File: src/rtl/regfile_multiport_if.sv
// Register-file access bundle: one write port, two read ports, and init/drop status.
interface regfile_multiport_if #(
    parameter int unsigned DATA_W = 8,
    parameter int unsigned ADDR_W = 3
);
    logic              reg_write_en;
    logic [ADDR_W-1:0] RegWriteAddr;
    logic [DATA_W-1:0] RegWriteData;
    logic [ADDR_W-1:0] RegReadAddr1;
    logic [ADDR_W-1:0] RegReadAddr2;
    logic [DATA_W-1:0] RegReadData1;
    logic [DATA_W-1:0] RegReadData2;
    logic              init_busy;
    logic              write_drop;

    modport master (
        output reg_write_en, RegWriteAddr, RegWriteData, RegReadAddr1, RegReadAddr2,
        input  RegReadData1, RegReadData2, init_busy, write_drop
    );

    modport slave (
        input  reg_write_en, RegWriteAddr, RegWriteData, RegReadAddr1, RegReadAddr2,
        output RegReadData1, RegReadData2, init_busy, write_drop
    );
endinterface

File: src/rtl/regfile_multiport.sv
// 1W/2R register file with sequenced post-reset init (entry k <= k) and optional hardwired-zero entry 0.
// Optional macro REGFILE_WR_BYPASS_EN: same-cycle write-to-read forwarding on both read ports.
module regfile_multiport #(
    parameter int unsigned DATA_W   = 8,
    parameter int unsigned ADDR_W   = 3,
    parameter int unsigned ZERO_REG = 1
) (
    input  logic                clk,
    input  logic                reset,
    regfile_multiport_if.slave  bus
);
    localparam int unsigned     DEPTH    = 2 ** ADDR_W;
    localparam logic [ADDR_W-1:0] LAST_PTR = ADDR_W'(DEPTH - 1);

    typedef enum logic {
        ST_INIT,
        ST_READY
    } state_e;

    state_e            state_q, state_d;
    logic [ADDR_W-1:0] init_ptr_q, init_ptr_d;
    logic              init_busy_q, init_busy_d;
    logic              write_drop_q, write_drop_d;

    logic [DATA_W-1:0] mem_q [DEPTH];
    logic              mem_we;
    logic [ADDR_W-1:0] mem_waddr;
    logic [DATA_W-1:0] mem_wdata;

    logic [ADDR_W-1:0] rd_addr [2];
    logic [DATA_W-1:0] rd_data [2];

    logic wr_to_zero;

    assign wr_to_zero = (ZERO_REG != 0) && (bus.RegWriteAddr == '0);

    // Next-state, init sequencing and write-port arbitration
    always_comb begin
        state_d      = state_q;
        init_ptr_d   = init_ptr_q;
        init_busy_d  = init_busy_q;
        write_drop_d = 1'b0;
        mem_we       = 1'b0;
        mem_waddr    = bus.RegWriteAddr;
        mem_wdata    = bus.RegWriteData;

        case (state_q)
            ST_INIT: begin
                mem_we       = 1'b1;
                mem_waddr    = init_ptr_q;
                mem_wdata    = DATA_W'(init_ptr_q);
                init_ptr_d   = ADDR_W'(init_ptr_q + 1'b1);
                write_drop_d = bus.reg_write_en;
                if (init_ptr_q == LAST_PTR) begin
                    state_d     = ST_READY;
                    init_busy_d = 1'b0;
                end
            end
            ST_READY: begin
                mem_we = bus.reg_write_en && !wr_to_zero;
            end
            default: begin
                state_d     = ST_INIT;
                init_ptr_d  = '0;
                init_busy_d = 1'b1;
            end
        endcase
    end

    // Control state; reset restarts the init sequence from entry 0
    always_ff @(posedge clk) begin
        if (reset) begin
            state_q      <= ST_INIT;
            init_ptr_q   <= '0;
            init_busy_q  <= 1'b1;
            write_drop_q <= 1'b0;
        end else begin
            state_q      <= state_d;
            init_ptr_q   <= init_ptr_d;
            init_busy_q  <= init_busy_d;
            write_drop_q <= write_drop_d;
        end
    end

    // Storage array: no reset of contents, nothing written during a reset cycle
    always_ff @(posedge clk) begin
        if (!reset && mem_we) begin
            mem_q[mem_waddr] <= mem_wdata;
        end
    end

    assign rd_addr[0] = bus.RegReadAddr1;
    assign rd_addr[1] = bus.RegReadAddr2;

    // Asynchronous read ports, gated to zero during init and for hardwired entry 0
    always_comb begin
        for (int p = 0; p < 2; p++) begin
            rd_data[p] = '0;
            if (!init_busy_q && !((ZERO_REG != 0) && (rd_addr[p] == '0))) begin
                rd_data[p] = mem_q[rd_addr[p]];
`ifdef REGFILE_WR_BYPASS_EN
                if (bus.reg_write_en && (rd_addr[p] == bus.RegWriteAddr)) begin
                    rd_data[p] = bus.RegWriteData;
                end
`endif
            end
        end
    end

    assign bus.RegReadData1 = rd_data[0];
    assign bus.RegReadData2 = rd_data[1];
    assign bus.init_busy    = init_busy_q;
    assign bus.write_drop   = write_drop_q;

endmodule

File: src/flat_wrapper.sv
// flat-port wrapper written by rule: the top's interface ports become plain ports
module regfile_multiport_flat 
#(
    parameter int unsigned DATA_W   = 8,
    parameter int unsigned ADDR_W   = 3,
    parameter int unsigned ZERO_REG = 1
)
  (clk, reset, bus_reg_write_en, bus_RegWriteAddr, bus_RegWriteData, bus_RegReadAddr1, bus_RegReadAddr2, bus_RegReadData1, bus_RegReadData2, bus_init_busy, bus_write_drop);
  regfile_multiport_if #(.DATA_W(DATA_W), .ADDR_W(ADDR_W)) bus_i ();
  input  logic clk;
  input  logic reset;
  input wire logic [$bits(bus_i.reg_write_en)-1:0] bus_reg_write_en;
  input wire logic [$bits(bus_i.RegWriteAddr)-1:0] bus_RegWriteAddr;
  input wire logic [$bits(bus_i.RegWriteData)-1:0] bus_RegWriteData;
  input wire logic [$bits(bus_i.RegReadAddr1)-1:0] bus_RegReadAddr1;
  input wire logic [$bits(bus_i.RegReadAddr2)-1:0] bus_RegReadAddr2;
  output wire logic [$bits(bus_i.RegReadData1)-1:0] bus_RegReadData1;
  output wire logic [$bits(bus_i.RegReadData2)-1:0] bus_RegReadData2;
  output wire logic [$bits(bus_i.init_busy)-1:0] bus_init_busy;
  output wire logic [$bits(bus_i.write_drop)-1:0] bus_write_drop;
  assign bus_i.reg_write_en = bus_reg_write_en;
  assign bus_i.RegWriteAddr = bus_RegWriteAddr;
  assign bus_i.RegWriteData = bus_RegWriteData;
  assign bus_i.RegReadAddr1 = bus_RegReadAddr1;
  assign bus_i.RegReadAddr2 = bus_RegReadAddr2;
  assign bus_RegReadData1 = bus_i.RegReadData1;
  assign bus_RegReadData2 = bus_i.RegReadData2;
  assign bus_init_busy = bus_i.init_busy;
  assign bus_write_drop = bus_i.write_drop;
  regfile_multiport #(.DATA_W(DATA_W), .ADDR_W(ADDR_W), .ZERO_REG(ZERO_REG)) u_core (.clk(clk), .reset(reset), .bus(bus_i));
endmodule
File: config.mk
export PLATFORM = sky130hd
export DESIGN_NAME = regfile_multiport_flat
export DESIGN_NICKNAME = d
export VERILOG_FILES = /design/src/rtl/regfile_multiport_if.sv /design/src/rtl/regfile_multiport.sv /design/src/flat_wrapper.sv
export SDC_FILE = /design/constraint.sdc
export NUM_CORES = 1
export LEC_CHECK = 0
export CAP_MARGIN = 20
export CORE_ASPECT_RATIO = 1.4
export CORE_MARGIN = 1.5
export CORE_UTILIZATION = 25
export DETAILED_ROUTE_END_ITERATION = 10
export SETUP_SLACK_MARGIN = 0.15
export SYNTH_ARGS = -nofsm -noshare
export SYNTH_HDL_FRONTEND = slang
export SYNTH_SLANG_ARGS = --single-unit
File: constraint.sdc
create_clock -name clk -period 2.9 [get_ports clk]
set_input_delay 0.58 -clock clk [delete_from_list [all_inputs] [get_ports clk]]
set_output_delay 0.58 -clock clk [all_outputs]
set_load 0.005 [all_outputs]
# == Word level (Yosys, flattened, before mapping) ==
# Memories as Yosys holds them, arrays and structs flattened.
# Cells that the tools add are included.
# word_totals
reg_bits,6
latchBits,0
ramBits,64
rom_bits,0
inputBits,20
out_inout_bits,18
wordCells,31
memories,1
# op_classes
add_sub_neg,1
mul,0
div,0
n_lt_le_gt_ge,0
n_eq_ne,1
shift,0
mux,9
bitwise_logic,1
reduce_logical,14
# mem_list
memory,depth,width,read_ports,rd_ports_with_merged_regs,write_ports,line,text
u_core.mem_q,8,8,2,0,1,regfile_multiport.sv:25,logic [DATA_W-1:0] mem_q [DEPTH];
# ops
op,n
two-way mux 8 bit,3
logical NOT 3 bit,3
logical NOT 1 bit,5
logical AND 1 bit,4
two-way mux 1 bit,4
adder 3 x 1 -> 3 bit (second input constant),1
== test 3 bit (second input constant),1
two-way mux 3 bit,1
one-hot mux 1 bit (2 select lines),1
AND reduction 2 bit,1
OR reduction 2 bit,1
NOT 1 bit,1

# == Depth between registers and ports, before layout ==
# Gate-level depths: netlist of run 1.
# logic_depth
word_depth,7
mapped_depth,5
mapped_depth_nobuf,4

# == Worst setup path before layout of run 1 ==
# Ideal clock, no wire load.
# synth_path
path_kind,in2out
start,in bus_RegReadAddr1[1]
end,out bus_RegReadData1[0]
arrival_time_ns,1.559
required_time_ns,2.320
path_slack_ns,0.761
path_stages,4
path_buffers,2
path_cell_list,buf_2 > buf_4 > nor2b_1 > a2111oi_0
# synth_between
elab_chain_len,4
word_cells_on_any_way,5
cone_classes,mux: 1; reduce/logical: 3; memory: 1
# synth_lines
element,line,text
from (decl),flat_wrapper.sv:15,input wire logic [$bits(bus_i.RegReadAddr1)-1:0] bus_RegReadAddr1;
"parallel branches: the longest is 3 deep, another holds memory (8 x 8 bit)",--,
two-way mux 8 bit *,regfile_multiport.sv:99,if (!init_busy_q && !((ZERO_REG != 0) && (rd_addr[p] == '0))) begin
to (decl),flat_wrapper.sv:17,output wire logic [$bits(bus_i.RegReadData1)-1:0] bus_RegReadData1;
# Every way passes the cells marked *.

# == Worst setup path in the final report of run 1 ==
# layout_path
start,in bus_RegReadAddr2[0]
end,out bus_RegReadData2[6]
# layout_between
elab_chain_len,4
word_cells_on_any_way,5
cone_classes,mux: 1; reduce/logical: 3; memory: 1
# layout_lines
element,line,text
from (decl),flat_wrapper.sv:16,input wire logic [$bits(bus_i.RegReadAddr2)-1:0] bus_RegReadAddr2;
"parallel branches: the longest is 3 deep, another holds memory (8 x 8 bit)",--,
two-way mux 8 bit *,regfile_multiport.sv:99,
to (decl),flat_wrapper.sv:18,output wire logic [$bits(bus_i.RegReadData2)-1:0] bus_RegReadData2;
# Marks and branches as above.

==> reports/metrics.yaml, run 1 <==
syn_inst: 207
grt_pass1_wl_um: 11800
ir_worst_vdd_mv: 0.345
n_fill_cell: 1204
power_density_nw_per_um2: 525
path_max_fanout: 5
yosys.area_share.simple: 0.0840
multi_input_area_um2: 1380
synth-edff-count: 56
avgRoutedWirePerCell_um: 17.0
muxShareOfSynthArea: 0.187
post-route-min-period_ps: 2690
synth_nets: 229
syn_area_um2: 3190
drt_iter0_markers: 107
grt_pass1_vias: 2268
async_flop_share: 0
cts_hold_buf: 0
worst_pin_slew_ps: 1130
maxSlewViolCount: 0
whs_ps: 563
placed_area_um2: 3920
chipHeight_um: 137
cts_sinks: 62
port_buffers: 37
worst_slack_ps: 213
post-dp-hpwl_um: 5220
grt_max_degree: 26
min_period_over_period: 0.927
p_leak_nw: 1.71
core_area_um2: 12400
hp-class: "flop to flop"
dieArea_um2: 13400
synthXorXnorAreaFrac: 0.00275
insertion_delay_ps: 320
clock_skew_ps: 3.12
setup_viol: 0
clkTransAtPathRegs_ps: 50
layout-drive-gt1-share: 0.328
first_pass_iters: 4
timing.slew.headroom: 0.245
finalHoldViolCount: 0
ant_nets: 0
antenna_found_initial: 0
track_usage: 0.116
synth.yosys.seq_area_share: 0.565
h-tree-depth: 3
gr-total-overflow: 0
worstSetupStartpointType: "input pin"
cts-root-buf: "clkbuf_16"
ios: 38
final_area_um2: 4460
critPathCaptureType: "primary output"
synth_compound_area_frac: 0.110
antenna_cells: 0
synth_fa_ha_area_frac: 0.00785
synth_area_per_cell_um2: 15.4
maxCapViolCount: 0
num_vias: 2123
rsz0062_at_grt: "true"
synth_top_family_by_area: "multiplexers"
yosysWarnings: 0
cp_data_arrival_time_ps: 2110
die_w_um: 98.4
wl_um: 7460
rows: 48
cts_buffers: 9
cts.path.max_buffers: 2
viasPerCell: 4.83
dp_cells: 413
seq_area_um2: 1800
layoutNonFillerInstCount: 440
finalNetCount: 307
initial_core_util: 0.258
worstSetupPathType: "input pin to primary output"
gp_congestion: 0.788
preCtsSetupSlack_ps: -486
area_growth_pct: 40.0
fmaxAchievable_mhz: 372
synth-seq-cells: 62
cts_tree: "done"
synth_cell_types: 31
drc: 0
crit_required_ps: 2320
synth_flop_cell: "edfxtp_1"
status: "finished clean"
[layer usage]
metal | GRT usage | share of wire
met1 | 0.113 | 0.39
met2 | 0.226 | 0.55
met3 | 0.0291 | 0.035
met4 | 0.0540 | 0.020
met5 | 0 | 0
[critical path: stages]
cell,delay [ps]
buf_4,130
buf_12,130
buf_4,140
buf_4,130
mux4_2,420
nor2b_1,170
a2111oi_2,70
dlygate4sd2_1,320
[cells in the mapped netlist, types with 2 or more instances]
cell,n,share of area
buf_4,5,0.012
a2111oi_0,10,0.027
and2_1,5,0.0098
ha_1,2,0.0079
buf_6,2,0.0071
a2111oi_2,6,0.028
mux2i_1,18,0.057
dfxtp_1,6,0.038
a21o_1,2,0.0047
inv_1,2,0.0024
buf_12,2,0.013
mux4_2,4,0.028
nor2b_1,18,0.035
a211oi_1,16,0.038
clkbuf_1,5,0.0059
buf_2,2,0.0031
mux4_1,12,0.099
nor2_1,11,0.013
edfxtp_1,56,0.53
nor3_1,5,0.0079
nand2b_1,4,0.0079
nand2_1,5,0.0059
[final cells by class]
type	instances	area share
flip-flops and latches	62	0.404
clock buffers	11	0.0521
clock inverters	5	0.0165
inverters	2	0.00168
multi-input cells	127	0.309
well taps	150	0.0421
repair buffers	83	0.175
[timing repair]
action	4_1_cts	5_1_grt
pin swaps	7	3
setup buffers	6	3
endpoints found under the setup margin	16	9
gates resized for setup	56	20
cloned	2	0
[report_power, final]
group | switching [mW] | internal [mW] | leakage (nW)
sequential | 0.0158 | 0.997 | 0.581
combinational | 0.115 | 0.131 | 0.980
clock | 0.342 | 0.745 | 0.151
total | 0.473 | 1.87 | 1.71
[state kept, by name, indices dropped and copies added, names as in the netlist]
register,flops
u_core.bus.write_drop,1
u_core.mem_q,56
u_core.bus.init_busy,1
u_core.state_q,1
u_core.init_ptr_q,3
[stage by stage]
step           utilization  total power, mW  setup TNS (ps)
2_1_floorplan            -             1.14               0
3_3_place_gp         0.317             1.23           -4440
6_report             0.361             2.34               0
5_1_grt              0.361             2.43               0
4_1_cts              0.354             2.35            -116
3_5_place_dp         0.317             1.23           -4550
[final timing paths]
check / startpoint / slack [ps] / depth (start not counted) / endpoint
max reg2reg: u_core.state_q / 1020 / 4 / u_core.mem_q[2][0]
min reg2reg: u_core.init_ptr_q[0] / 560 / 2 / u_core.init_ptr_q[0]
min: u_core.init_ptr_q[0] / 560 / 2 / u_core.init_ptr_q[0]
max: bus_RegReadAddr2[0] / 210 / 8 / bus_RegReadData2[6]
[logic make-up (layout without fill, tap and decap cells)]
group                    Yosys count  count (layout)
flip-flops                        62              62
AND/OR/NAND/NOR                   50              50
AO/OA/AOI/OAI                     39              39
multiplexers                      35              35
buffers and inverters             18             101
adder cells (fa/ha/maj)            2               2
XOR/XNOR                           1               1
[layout by cell type, fill, tap and decap left out, drive strengths merged]
master,instances
mux2,1
a211oi,16
nor2b,18
mux4,16
a31oi,1
a21oi,1
and2,5
clkbuf,12
inv,2
buf,50
a21o,2
edfxtp,56
mux2i,18
xor2,1
nor2,11
bufinv,2
dlymetal6s2s,4
clkdlybuf4s50,16
o31a,1
nand2,5
clkinv,3
ha,2
a32oi,1
nand3,1
nor3,5
o22a,1
clkdlybuf4s15,1
nand2b,4
a2111oi,16
dfxtp,6
dlygate4sd2,9
bufbuf,2
and3b,1
(Power assumes the default switching activity.)
==> inputs of run 2 (changes only) <==
Settings changed: CORE_MARGIN 1.5 to 2.
==> reports/metrics.yaml, run 2 (same netlist as run 1, synthesis figures left out) <==
ir_worst_vdd_mv: 0.362  # +5.0%
cp_data_arrival_time_ps: 2120  # about the same
ant_nets: 0  # unchanged
first_pass_iters: 6  # +2
core_area_um2: 12400  # unchanged
cts.path.max_buffers: 2  # unchanged
crit_required_ps: 2320  # about the same
placed_area_um2: 3940  # +0.70%
insertion_delay_ps: 330  # about the same
switching_share: 0.202  # +0.000602
layout-drive-gt1-share: 0.349  # +0.0219
top_regs: "u_core.mem_q x56, u_core.init_ptr_q x3"
maxSlewViolCount: 0  # unchanged
largest-register: "u_core.mem_q"
worst_pin_slew_ps: 769  # -362 ps
n_fill_cell: 1172  # -2.7%
clock_skew_ps: 4.67  # +1.55 ps
switchingPower_mw: 0.473  # about the same
h-tree-depth: 3  # unchanged
p_total_mw: 2.34  # -0.31%
seq_area_um2: 1800  # unchanged
internal-power_mw: 1.87  # -0.38%
grt_pass1_vias: 2247  # -0.93%
power_density_nw_per_um2: 520  # -1.0%
finalHoldViolCount: 0  # unchanged
num_vias: 2066  # -2.7%
viasPerCell: 4.71  # -2.5%
largest_reg_flops: 56  # unchanged
min_period_over_period: 0.930  # +0.00312
post-dp-hpwl_um: 5190  # -0.69%
rsz0062_at_grt: "false"
utilization: 0.363  # +0.00263
maxCapViolCount: 0  # unchanged
avgRoutedWirePerCell_um: 16.6  # -2.3%
dieArea_um2: 13700  # +1.8%
track_usage: 0.114  # -0.00215
port_buffers: 37  # unchanged
drt_iter0_markers: 49  # -54%
final_area_um2: 4500  # +0.73%
final_common_cell: "edfxtp_1"
p_clk_frac: 0.461  # -0.002
fmaxAchievable_mhz: 371  # -0.34%
pwr-share-comb: 0.106  # about the same
dp_cells: 415  # +0.48%
antenna_found_initial: 0  # unchanged
p_seq_frac: 0.433  # about the same
cts_hold_buf: 0  # unchanged
grt_pass1_wl_um: 11700  # -0.88%
layoutNonFillerInstCount: 439  # -0.23%
finalNetCount: 307  # unchanged
chipHeight_um: 138  # +0.73%
area_growth_pct: 41.1
hp-class: "flop to flop"
grt_max_degree: 26  # unchanged
worstSetupPathType: "input pin to primary output"
cts_buffers: 9  # unchanged
rows: 48  # unchanged
post-route-min-period_ps: 2700  # +9.03 ps
cts-root-buf: "clkbuf_16"
final_cell_mix: "edfxtp_1, buf_4, mux2i_1, a211oi_1, clkdlybuf4s50_1"
status: "finished clean"
critPathCaptureType: "primary output"
ios: 38  # unchanged
gp_congestion: 0.789  # +0.13%
setup_viol: 0  # unchanged
cts_tree: "done"
clkTransAtPathRegs_ps: 50  # about the same
antenna_cells: 0  # unchanged
drc: 0  # unchanged
gr-total-overflow: 0  # unchanged
initial_core_util: 0.258  # unchanged
worstSetupStartpointType: "input pin"
die_w_um: 99.4  # +1.0%
cts_sinks: 62  # unchanged
p_leak_nw: 1.66  # -3.0%
wl_um: 7280  # -2.5%
multi_input_area_um2: 1370  # -0.36%
whs_ps: 557  # -6.35 ps
timing.slew.headroom: 0.486  # +0.241
path_max_fanout: 5  # unchanged
## run 2: per-layer routing
| layer | global-route usage | up-vias | wire length (um) |
|---|---|---|---|
| met3 | 0.0284 | 11 | 242 |
| li1 | - | 1001 | - |
| met5 | 0 | - | 0 |
| met4 | 0.0609 | 0 | 148 |
| met1 | 0.122 | 1014 | 2920 |
| met2 | 0.205 | 40 | 3970 |
## run 2: repair_timing
| item | CTS | global route |
|---|---|---|
| setup buffers | 5 | 0 |
| pin swaps | 6 | 0 |
| gates resized for setup | 81 | 11 |
| endpoints found under the setup margin | 16 | 5 |
| cloned | 3 | 0 |
## run 2: final timing paths
| kind | depth (start not counted) | startpoint | endpoint | slack [ps] |
|---|---|---|---|---|
| setup / recovery | 8 | bus_RegReadAddr1[1] | bus_RegReadData1[5] | 200 |
| hold reg to reg | 2 | u_core.init_ptr_q[0] | u_core.init_ptr_q[0] | 560 |
| hold / removal | 2 | u_core.init_ptr_q[0] | u_core.init_ptr_q[0] | 560 |
| setup reg to reg | 4 | u_core.state_q | u_core.mem_q[2][0] | 960 |
## run 2: area by class of cell
type	instances	area share
clock buffers	9	0.0501
clock inverters	6	0.0173
inverters	2	0.00167
multi-input cells	127	0.306
flip-flops and latches	62	0.401
well taps	150	0.0417
repair buffers	83	0.183
## run 2: critical path, cell delays in order
cell and delay [ps]:
dlygate4sd2_1 260, buf_6 140, nor2b_1 150, buf_4 170, buf_4 130, buf_4 150
a2111oi_4 290, clkdlybuf4s15_2 250
## run 2: stage by stage
stage               TNS (ps)  setup WS [ps]
floorplan                  0            761
global placement       -4380           -454
detailed placement     -4780           -440
CTS                        0            105
global route               0            163
finish                     0            204
## run 2: power groups by stage
stage          logic [mW]  clock network (mW)  registers (mW)
6_report            0.248                1.08            1.01
3_5_place_dp        0.209                   0            1.03
4_1_cts             0.245                1.10            1.01
5_1_grt             0.269                1.14            1.01
2_1_floorplan       0.122                   0            1.02
3_3_place_gp        0.205                   0            1.03
==> inputs of run 3 (changes only) <==
Settings changed: CORE_MARGIN 2 to 3.
==> reports/metrics.yaml, run 3 (same netlist as run 1, synthesis figures left out) <==
finalHoldViolCount: 0  # unchanged
p_leak_nw: 1.67  # +0.80%
grt_pass1_vias: 2275  # +1.2%
cp_data_arrival_time_ps: 2110  # about the same
clock_skew_ps: 5.66  # +0.987 ps
worstSetupPathType: "input pin to primary output"
cts_sinks: 62  # unchanged
critPathCaptureType: "primary output"
num_vias: 2094  # +1.4%
cp_cell_sequence: "buf_2 -> bufbuf_16 -> buf_4 -> mux4_2 -> nor2b_2 -> a2111oi_2 -> dlygate4sd2_1"
utilization: 0.367  # +0.00334
cts-root-buf: "clkbuf_16"
antenna_cells: 0  # unchanged
ant_nets: 0  # unchanged
cts_buffers: 9  # unchanged
seq_area_um2: 1800  # about the same
cpPeakStageDelay_ps: 510  # +220 ps
crit_required_ps: 2320  # about the same
worst_pin_slew_ps: 744  # -25.4 ps
largest-register: "u_core.mem_q"
die_w_um: 101  # +2.0%
drc: 0  # unchanged
worstSetupStartpointType: "input pin"
slowest_stage: "mux4_2"
first_pass_iters: 4  # -2
avgRoutedWirePerCell_um: 16.5  # -0.60%
use_met2: 0.195  # -0.00975
top_regs: "u_core.mem_q x56, u_core.init_ptr_q x3"
cpLargestDelayFamily: "buffers and inverters"
hp-class: "flop to flop"
n_fill_cell: 1149  # -2.0%
track_usage: 0.111  # -0.00336
multi_input_area_um2: 1400  # +1.7%
dieArea_um2: 14200  # +3.5%
placed_area_um2: 3930  # -0.25%
timing.slew.headroom: 0.503  # +0.0170
insertion_delay_ps: 320  # about the same
drt_iter0_markers: 88  # +80%
rows: 48  # unchanged
layout-drive-gt1-share: 0.364  # +0.0145
viasPerCell: 4.72  # +0.21%
use_met3: 0.0261  # -0.00233
crit_buf_inv: 4  # -2
cts_tree: "done"
core_area_um2: 12400  # unchanged
largest_reg_flops: 56  # unchanged
dp_cells: 417  # +0.48%
post-dp-hpwl_um: 5320  # +2.6%
maxCapViolCount: 0  # unchanged
post-route-min-period_ps: 2690  # -3.56 ps
initial_core_util: 0.258  # unchanged
grt_max_degree: 26  # unchanged
fin_setup_tns_ps: 0  # unchanged
grt_pass1_wl_um: 11800  # +0.71%
port_buffers: 37  # unchanged
layoutNonFillerInstCount: 444  # +1.1%
final_common_cell: "edfxtp_1"
ios: 38  # unchanged
chipHeight_um: 140  # +1.5%
maxSlewViolCount: 0  # unchanged
ir_worst_vdd_mv: 0.274  # -24%
area_growth_pct: 42.4
cts.path.max_buffers: 2  # unchanged
grt-busiest-layer: "met2"
clkTransAtPathRegs_ps: 50  # about the same
antenna_found_initial: 0  # unchanged
final_cell_mix: "edfxtp_1, buf_4, a211oi_1"
fmaxAchievable_mhz: 371  # +0.13%
rsz0062_at_grt: "true"
power_density_nw_per_um2: 535  # +2.8%
h-tree-depth: 3  # unchanged
wl_um: 7320  # +0.54%
final_area_um2: 4540  # +0.92%
gp_congestion: 0.825  # +4.5%
status: "finished clean"
gr-total-overflow: 0  # unchanged
finalNetCount: 311  # +1.3%
met1_usage: 0.119  # -0.00316
min_period_over_period: 0.928  # -0.00123
setup_viol: 0  # unchanged
path_max_fanout: 4  # -1
[run 3: cell count changes in the layout (fill, tap and decap cells not counted), moves of 2 or more]
cell | before | now
buf_4 | 32 | 39
clkinv_1 | 2 | 0
dlygate4sd2_1 | 8 | 15
buf_2 | 5 | 2
dlymetal6s2s_1 | 2 | 0
clkdlybuf4s15_1 | 2 | 0
clkbuf_8 | 0 | 3
buf_12 | 4 | 2
[run 3: layout make-up]
type                       count  area share
tap                          150      0.0414
inverter                       2     0.00165
multi-input combinational    127       0.308
clock inverter                 3      0.0143
clock buffer                  13      0.0596
timing repair buffer          87       0.178
sequential                    62       0.397
[run 3: path summary, 6_finish.rpt]
check                                     startpoint  depth (start not counted)              endpoint  slack (ps)
worst min-delay path            u_core.init_ptr_q[0]                          2  u_core.init_ptr_q[0]         570
worst min register to register  u_core.init_ptr_q[0]                          2  u_core.init_ptr_q[0]         570
worst max-delay path             bus_RegReadAddr2[0]                          7   bus_RegReadData2[6]         210
worst max register to register        u_core.state_q                          4    u_core.mem_q[2][5]         970
[run 3: worst reg2reg max path: cells and delay by family (launching register included)]
kind | cells | cell delay [ps]
AOI/OAI and AO/OA | 1 | 250
and+or+nand+nor | 2 | 340
DFF | 1 | 800
buffers and inverters | 1 | 240
[run 3: through the flow]
step / setup WS [ps] / hold WS (ps) / power, mW
floorplan: 761 / 508 / 1.14
global placement: -474 / 549 / 1.23
detailed placement: -471 / 563 / 1.24
CTS: 151 / 578 / 2.45
global route: 148 / 616 / 2.51
finish: 208 / 569 / 2.43
[run 3: where the power goes]
group	switching, mW	leakage (nW)	internal [mW]
clock	0.345	0.166	0.820
sequential	0.0153	0.580	0.997
combinational	0.116	0.928	0.133
[run 3: timing repair]
| item | CTS | global route |
|---|---|---|
| endpoints found under the hold margin | 0 | 0 |
| setup buffers | 8 | 0 |
| setup endpoints to repair | 16 | 6 |
| hold buffers | 0 | 0 |
| gates resized for setup | 80 | 8 |
| pin swaps | 5 | 1 |
| gates cloned | 3 | 0 |
[run 3: metal layers]
metal,vias up,routed length (um)
li1,1011,-
met1,1022,2840
met2,44,4030
met3,17,241
met4,0,204
met5,-,0
